File: config.mk
export PLATFORM = sky130hd
export DESIGN_NAME = spi1_controller
export DESIGN_NICKNAME = d
export VERILOG_FILES = /design/src/rtl/spi1_pkg.sv /design/src/rtl/sync2.sv /design/src/rtl/spi1_controller.sv
export SDC_FILE = /design/constraint.sdc
export NUM_CORES = 1
export LEC_CHECK = 0
export BUFFER_PORTS_ARGS = -buffer_cell sky130_fd_sc_hd__buf_2
export CELL_PAD_IN_SITES_DETAIL_PLACEMENT = 0
export CELL_PAD_IN_SITES_GLOBAL_PLACEMENT = 1
export CORE_MARGIN = 2
export CORE_UTILIZATION = 33
export DETAILED_ROUTE_END_ITERATION = 6
export PLACE_DENSITY = 0.71
export SLEW_MARGIN = 10
export SYNTH_ARGS = -nofsm -noshare
export SYNTH_HDL_FRONTEND = slang
export SYNTH_SLANG_ARGS = --single-unit
File: constraint.sdc
create_clock -name clk16_i -period 4.45 [get_ports clk16_i]
set_input_delay 0.89 -clock clk16_i [delete_from_list [all_inputs] [get_ports clk16_i]]
set_output_delay 0.89 -clock clk16_i [all_outputs]
set_load 0.05 [all_outputs]
File: src/rtl/spi1_pkg.sv
// Shared definitions for the SPI1 controller.
// Contents: controller FSM state type and the byte width of the link.
package spi1_pkg;

    typedef enum logic [2:0] {
        StIdle,
        StSetup,
        StWaitRdy,
        StShiftLo,
        StShiftHi,
        StGap,
        StHold
    } spi1_ctl_state_t;

    localparam int unsigned SPI1_BYTE_BITS = 8;

endpackage

File: src/rtl/sync2.sv
// Two-flop synchroniser for a single asynchronous level.
// Ports:
//   clk_i - destination clock
//   rst_i - synchronous active-high reset, loads ResetVal into both flops
//   d_i   - asynchronous input
//   q_o   - synchronised output, two clk_i cycles behind d_i
module sync2 #(
    parameter logic ResetVal = 1'b1
) (
    input  logic clk_i,
    input  logic rst_i,
    input  logic d_i,
    output logic q_o
);

    logic meta_q;
    logic sync_q;

    always_ff @(posedge clk_i) begin
        if (rst_i) begin
            meta_q <= ResetVal;
            sync_q <= ResetVal;
        end else begin
            meta_q <= d_i;
            sync_q <= meta_q;
        end
    end

    assign q_o = sync_q;

endmodule

File: src/rtl/spi1_controller.sv
// SPI mode-0 initiator for the SPI1 link.
// Takes bytes over a valid/ready interface, frames them with CS_n (held low across
// multi-byte transactions until a byte marked last), waits for the target's active-low
// ready before every byte, shifts MSB first and returns the byte shifted in from POCI.
// Ports:
//   clk16_i, reset_i           - clock and synchronous active-high reset
//   tx_data_i/last_i/valid_i   - byte to send, end-of-transaction flag, offer
//   tx_ready_o                 - byte accepted when tx_valid_i & tx_ready_o
//   rx_data_o, rx_valid_o      - received byte and its one-cycle strobe
//   busy_o                     - controller not idle
//   spi_sck_o/cs_no/pico_o     - SPI outputs (CPOL=0, CS active-low)
//   spi_poci_i, spi_ready_ni   - SPI inputs; ready is asynchronous
module spi1_controller
    import spi1_pkg::*;
#(
    parameter int unsigned SCK_DIV  = 2,
    parameter int unsigned CS_SETUP = 2
) (
    input  logic       clk16_i,
    input  logic       reset_i,
    input  logic [7:0] tx_data_i,
    input  logic       tx_last_i,
    input  logic       tx_valid_i,
    output logic       tx_ready_o,
    output logic [7:0] rx_data_o,
    output logic       rx_valid_o,
    output logic       busy_o,
    output logic       spi_sck_o,
    output logic       spi_cs_no,
    output logic       spi_pico_o,
    input  logic       spi_poci_i,
    input  logic       spi_ready_ni
);

    localparam logic [7:0] DivLoad   = 8'(SCK_DIV - 1);
    localparam logic [7:0] SetupLoad = 8'(CS_SETUP);
    localparam logic [7:0] HoldLoad  = 8'(CS_SETUP - 1);
    localparam logic [2:0] LastBit   = 3'(SPI1_BYTE_BITS - 1);

    spi1_ctl_state_t state_q;
    logic [7:0]      cnt_q;
    logic [2:0]      bit_q;
    logic [7:0]      tx_shift_q;
    logic [7:0]      rx_shift_q;
    logic            last_q;
    logic            sck_q;
    logic            cs_n_q;
    logic            pico_q;
    logic            tx_ready_q;
    logic [7:0]      rx_data_q;
    logic            rx_valid_q;
    logic            busy_q;

    logic ready_n_sync;
    logic accept;

    sync2 #(
        .ResetVal(1'b1)
    ) u_ready_sync (
        .clk_i(clk16_i),
        .rst_i(reset_i),
        .d_i  (spi_ready_ni),
        .q_o  (ready_n_sync)
    );

    assign accept = tx_valid_i & tx_ready_q;

    always_ff @(posedge clk16_i) begin
        if (reset_i) begin
            state_q    <= StIdle;
            cnt_q      <= 8'd0;
            bit_q      <= 3'd0;
            tx_shift_q <= 8'd0;
            rx_shift_q <= 8'd0;
            last_q     <= 1'b0;
            sck_q      <= 1'b0;
            cs_n_q     <= 1'b1;
            pico_q     <= 1'b0;
            tx_ready_q <= 1'b1;
            rx_data_q  <= 8'd0;
            rx_valid_q <= 1'b0;
            busy_q     <= 1'b0;
        end else begin
            rx_valid_q <= 1'b0;
            case (state_q)
                StIdle: begin
                    if (accept) begin
                        tx_shift_q <= tx_data_i;
                        last_q     <= tx_last_i;
                        pico_q     <= tx_data_i[7];
                        cs_n_q     <= 1'b0;
                        cnt_q      <= SetupLoad;
                        tx_ready_q <= 1'b0;
                        busy_q     <= 1'b1;
                        state_q    <= StSetup;
                    end
                end
                // Counts down through zero, so CS_SETUP+1 cycles elapse before the
                // ready check; with ready already low, accept to rx_valid_o is
                // CS_SETUP + 2 + 16*SCK_DIV.
                StSetup: begin
                    if (cnt_q == 8'd0) begin
                        state_q <= StWaitRdy;
                    end else begin
                        cnt_q <= cnt_q - 8'd1;
                    end
                end
                StWaitRdy: begin
                    if (!ready_n_sync) begin
                        cnt_q   <= DivLoad;
                        bit_q   <= 3'd0;
                        state_q <= StShiftLo;
                    end
                end
                StShiftLo: begin
                    if (cnt_q == 8'd0) begin
                        sck_q      <= 1'b1;
                        rx_shift_q <= {rx_shift_q[6:0], spi_poci_i};
                        cnt_q      <= DivLoad;
                        state_q    <= StShiftHi;
                    end else begin
                        cnt_q <= cnt_q - 8'd1;
                    end
                end
                StShiftHi: begin
                    if (cnt_q == 8'd0) begin
                        sck_q <= 1'b0;
                        cnt_q <= DivLoad;
                        bit_q <= bit_q + 3'd1;
                        if (bit_q == LastBit) begin
                            rx_data_q  <= rx_shift_q;
                            rx_valid_q <= 1'b1;
                            if (last_q) begin
                                cnt_q   <= HoldLoad;
                                state_q <= StHold;
                            end else begin
                                tx_ready_q <= 1'b1;
                                state_q    <= StGap;
                            end
                        end else begin
                            // Rotate so the next bit to send always sits at [7] after
                            // the update; PICO takes it now, on the SCK fall.
                            tx_shift_q <= {tx_shift_q[6:0], tx_shift_q[7]};
                            pico_q     <= tx_shift_q[6];
                            state_q    <= StShiftLo;
                        end
                    end else begin
                        cnt_q <= cnt_q - 8'd1;
                    end
                end
                StGap: begin
                    if (accept) begin
                        tx_shift_q <= tx_data_i;
                        last_q     <= tx_last_i;
                        pico_q     <= tx_data_i[7];
                        tx_ready_q <= 1'b0;
                        state_q    <= StWaitRdy;
                    end
                end
                StHold: begin
                    if (cnt_q == 8'd0) begin
                        cs_n_q     <= 1'b1;
                        busy_q     <= 1'b0;
                        tx_ready_q <= 1'b1;
                        state_q    <= StIdle;
                    end else begin
                        cnt_q <= cnt_q - 8'd1;
                    end
                end
                default: begin
                    state_q <= StIdle;
                end
            endcase
        end
    end

    assign tx_ready_o = tx_ready_q;
    assign rx_data_o  = rx_data_q;
    assign rx_valid_o = rx_valid_q;
    assign busy_o     = busy_q;
    assign spi_sck_o  = sck_q;
    assign spi_cs_no  = cs_n_q;
    assign spi_pico_o = pico_q;

endmodule

==> out/qor.tcl <==
set qor(num_vias) 1786
set qor(boundaryPins) 28
set qor(drt_pass1_iterations) 4
set qor(synth.top_cells.by_count) {46 x sky130_fd_sc_hd__dfxtp_1, 25 x sky130_fd_sc_hd__mux2i_1, 22 x sky130_fd_sc_hd__nor2_1}
set qor(worst_relative_slew_slack) 0.2906
set qor(num_rows) 29
set qor(power.density_mw_per_mm2) 669.9
set qor(startpoint_type) {flip-flop}
set qor(outcome) {finished clean}
set qor(initialDrtViolationCount) 120
set qor(ys.flop_type) {sky130_fd_sc_hd__dfxtp_1}
set qor(tritoncts_clock_tree) {yes}
set qor(wire_length_of_the_first_global_routing_pass_um) 8148
set qor(place.gp.congestion) 0.7751
set qor(synth.yosys.seq_area_share) 0.4182
set qor(path_max_fanout) 9
set qor(die-area_mm2) 0.007343
set qor(num-nets-final) 276
set qor(worst_slew_pin_slew_ps) 1051
set qor(finalHoldViolCount) 0
set qor(drv_cap) 0
set qor(grt_antenna_before_repair) 0
set qor(layout-area-overhead-vs-synth_pct) 12.84
set qor(yosysWarnings) 0
set qor(die-width_um) 85.69
set qor(number_of_buffers_on_the_longest_clock_path) 2
set qor(area_share_of_the_largest_cell_type_after_synthesis) 0.4182
set qor(worst_ep_arrival_time_ps) 2490
set qor(cts_inserted_buffers) 5
set qor(final.setup.tns_ps) 0
set qor(cts_post_setup_buffers_inserted) 0
set qor(total_power_uw) 1665
set qor(rsz0062_at_grt) {false}
set qor(final.setup_skew_ps) 7.591
set qor(clk-insertion-delay-late_ps) 290
set qor(ys_seq_elements) 46
set qor(chipHeight_um) 85.69
set qor(post_route_standard_cell_area_excluding_fillers_mm2) 0.002485
set qor(synth_cells) 240
set qor(port_buffers) 27
set qor(synth_edf_count) 0
set qor(postCtsResizedCells) 0
set qor(place_hpwl_um) 3247
set qor(synth.most_common_cell) {sky130_fd_sc_hd__dfxtp_1}
set qor(final.hold.worst_slack_ps) 414.2
set qor(cts_root_buffer) {sky130_fd_sc_hd__clkbuf_8}
set qor(grt_max_degree) 38
set qor(synth.net_count) 257
set qor(drcViolationCount) 0
set qor(netlist.top_cell.by_area) {sky130_fd_sc_hd__dfxtp_1}
set qor(synth_cell_type_count) 46
set qor(holdCritPathClass) {flip-flop to flip-flop}
set qor(clk_pin_slew_worst_paths_ps) 90
set qor(drt-total-wl_um) 4828
set qor(crit_required_ps) 4600
set qor(max-vdd-ir-drop_v) 0.0002708
set qor(routedWlPerCell_um) 14.33
set qor(vias_in_the_first_global_route) 1709
set qor(final-setup-viol-count) 0
set qor(holdBufCountCts) 0
set qor(endpoint_kind) {flip-flop}
set qor(cts-htree-levels) 2
set qor(placement_stage_cell_area_mm2) 0.002375
set qor(final_critical_path_time_including_i_o_delays_and_setup_ps) 2335
set qor(route.antenna.remaining_nets) 0
set qor(antennaDiodeCount) 0
set qor(maxClockFrequency_ghz) 0.4282
set qor(routed_via_density) 5.300
set qor(initial_core_utilization) 0.3448
set qor(global_route.usage.total) 0.1394
set qor(grt-ovfl-total) 0
set qor(asyncSetResetFlopFracSynth) 0
set qor(core-area_mm2) 0.006386
set qor(post_route_cells_drive_above_1_share) 0.1885
set qor(clock_sink_count) 46
set qor(min_period_over_period) 0.5248
set qor(drv_slew) 0
set qor(p_leak_uw) 0.001037
set qor(post_synth_main_area_contributors) {sky130_fd_sc_hd__dfxtp_1 42%, sky130_fd_sc_hd__mux2i_1 11%, sky130_fd_sc_hd__nor2_1 3.8%}
set qor(timing.setup.critical_path_class) {flip-flop to flip-flop}
set qor(post_synth_instance_area_mm2) 0.002202
set qor(average_cell_area_after_synthesis_um2) 9.175
[path summary, 6_finish.rpt]
| path | startpoint | slack, ps | cells after the start | to |
|---|---|---|---|---|
| worst max register to register | cnt_q[4] | 2110 | 4 | cnt_q[5] |
| worst max-delay path | cnt_q[4] | 2110 | 4 | cnt_q[5] |
| worst min-delay path | u_ready_sync.meta_q | 410 | 1 | u_ready_sync.q_o |
| worst min register to register | u_ready_sync.meta_q | 410 | 1 | u_ready_sync.q_o |
[cell usage in the layout (no fill, tap or decap), types with 4 or more instances in the layout]
master / count
sky130_fd_sc_hd__mux2i_1: 25
sky130_fd_sc_hd__a21oi_1: 11
sky130_fd_sc_hd__a211oi_1: 10
sky130_fd_sc_hd__nor2_1: 22
sky130_fd_sc_hd__nor3_1: 11
sky130_fd_sc_hd__dfxtp_1: 46
sky130_fd_sc_hd__or2_2: 6
sky130_fd_sc_hd__o31ai_1: 7
sky130_fd_sc_hd__nand3b_1: 5
sky130_fd_sc_hd__inv_1: 7
sky130_fd_sc_hd__nand2_1: 7
sky130_fd_sc_hd__a31oi_1: 4
sky130_fd_sc_hd__o21ai_0: 11
sky130_fd_sc_hd__clkbuf_8: 8
sky130_fd_sc_hd__buf_2: 27
sky130_fd_sc_hd__nor2b_1: 5
sky130_fd_sc_hd__or4_1: 8
[area by class of cell]
| class | instances | area (um2) |
|---|---|---|
| clock buffers | 8 | 110.1 |
| inverters | 7 | 26.28 |
| well taps | 77 | 96.34 |
| repair buffers | 28 | 142.6 |
| multi-input cells | 171 | 1189 |
| fillers | 667 | 3901 |
| flip-flops and latches | 46 | 920.9 |
[power breakdown]
group	leakage (uW)	total (uW)	internal, uW	switching, uW
Clock	0.0000575	293	157	136
Sequential	0.000375	592	490	102
Combinational	0.000605	780	296	483
[metrics by stage]
| stage | std cells | utilization | setup WS [ps] |
|---|---|---|---|
| after floorplan | 240 | - | 2374 |
| after global placement | 329 | 0.3719 | 2063 |
| after detailed placement | 329 | 0.3719 | 1974 |
| after CTS | 337 | 0.3891 | 2151 |
| after global routing | 337 | 0.3891 | 1987 |
| final | 337 | 0.3891 | 2115 |
[registers in the layout, indices dropped and copies added, names as in the netlist, 3 cells and up]
name	cells
cnt_q	8
rx_data_o	8
rx_shift_q	8
tx_shift_q	8
bit_q	3
state_q	3
[critical path, stage by stage (launching register included)]
cell	delay [ps]
sky130_fd_sc_hd__dfxtp_1	380
sky130_fd_sc_hd__nor4_2	770
sky130_fd_sc_hd__a22oi_1	260
sky130_fd_sc_hd__o31ai_1	690
sky130_fd_sc_hd__a21oi_1	80
[layer usage]
metal | GRT usage | vias to the layer above | part of all wire
met1 | 0.1879 | 828 | 0.49
li1 | - | 924 | -
met5 | 0 | - | 0
met4 | 0.05483 | 0 | 0.013
met3 | 0.03369 | 4 | 0.031
met2 | 0.2152 | 30 | 0.46
[cell families after synthesis]
logic type / after synthesis / share of synthesized area
AO/OA/AOI/OAI: 56 / 0.1693
AND/OR/NAND/NOR: 86 / 0.2330
buffers and inverters: 23 / 0.04489
adder cells (fa/ha/maj): 3 / 0.01705
flip-flops: 46 / 0.4182
XOR/XNOR: 1 / 0.003978
multiplexers: 25 / 0.1136
No activity file was read; power rests on OpenSTA's default activity.
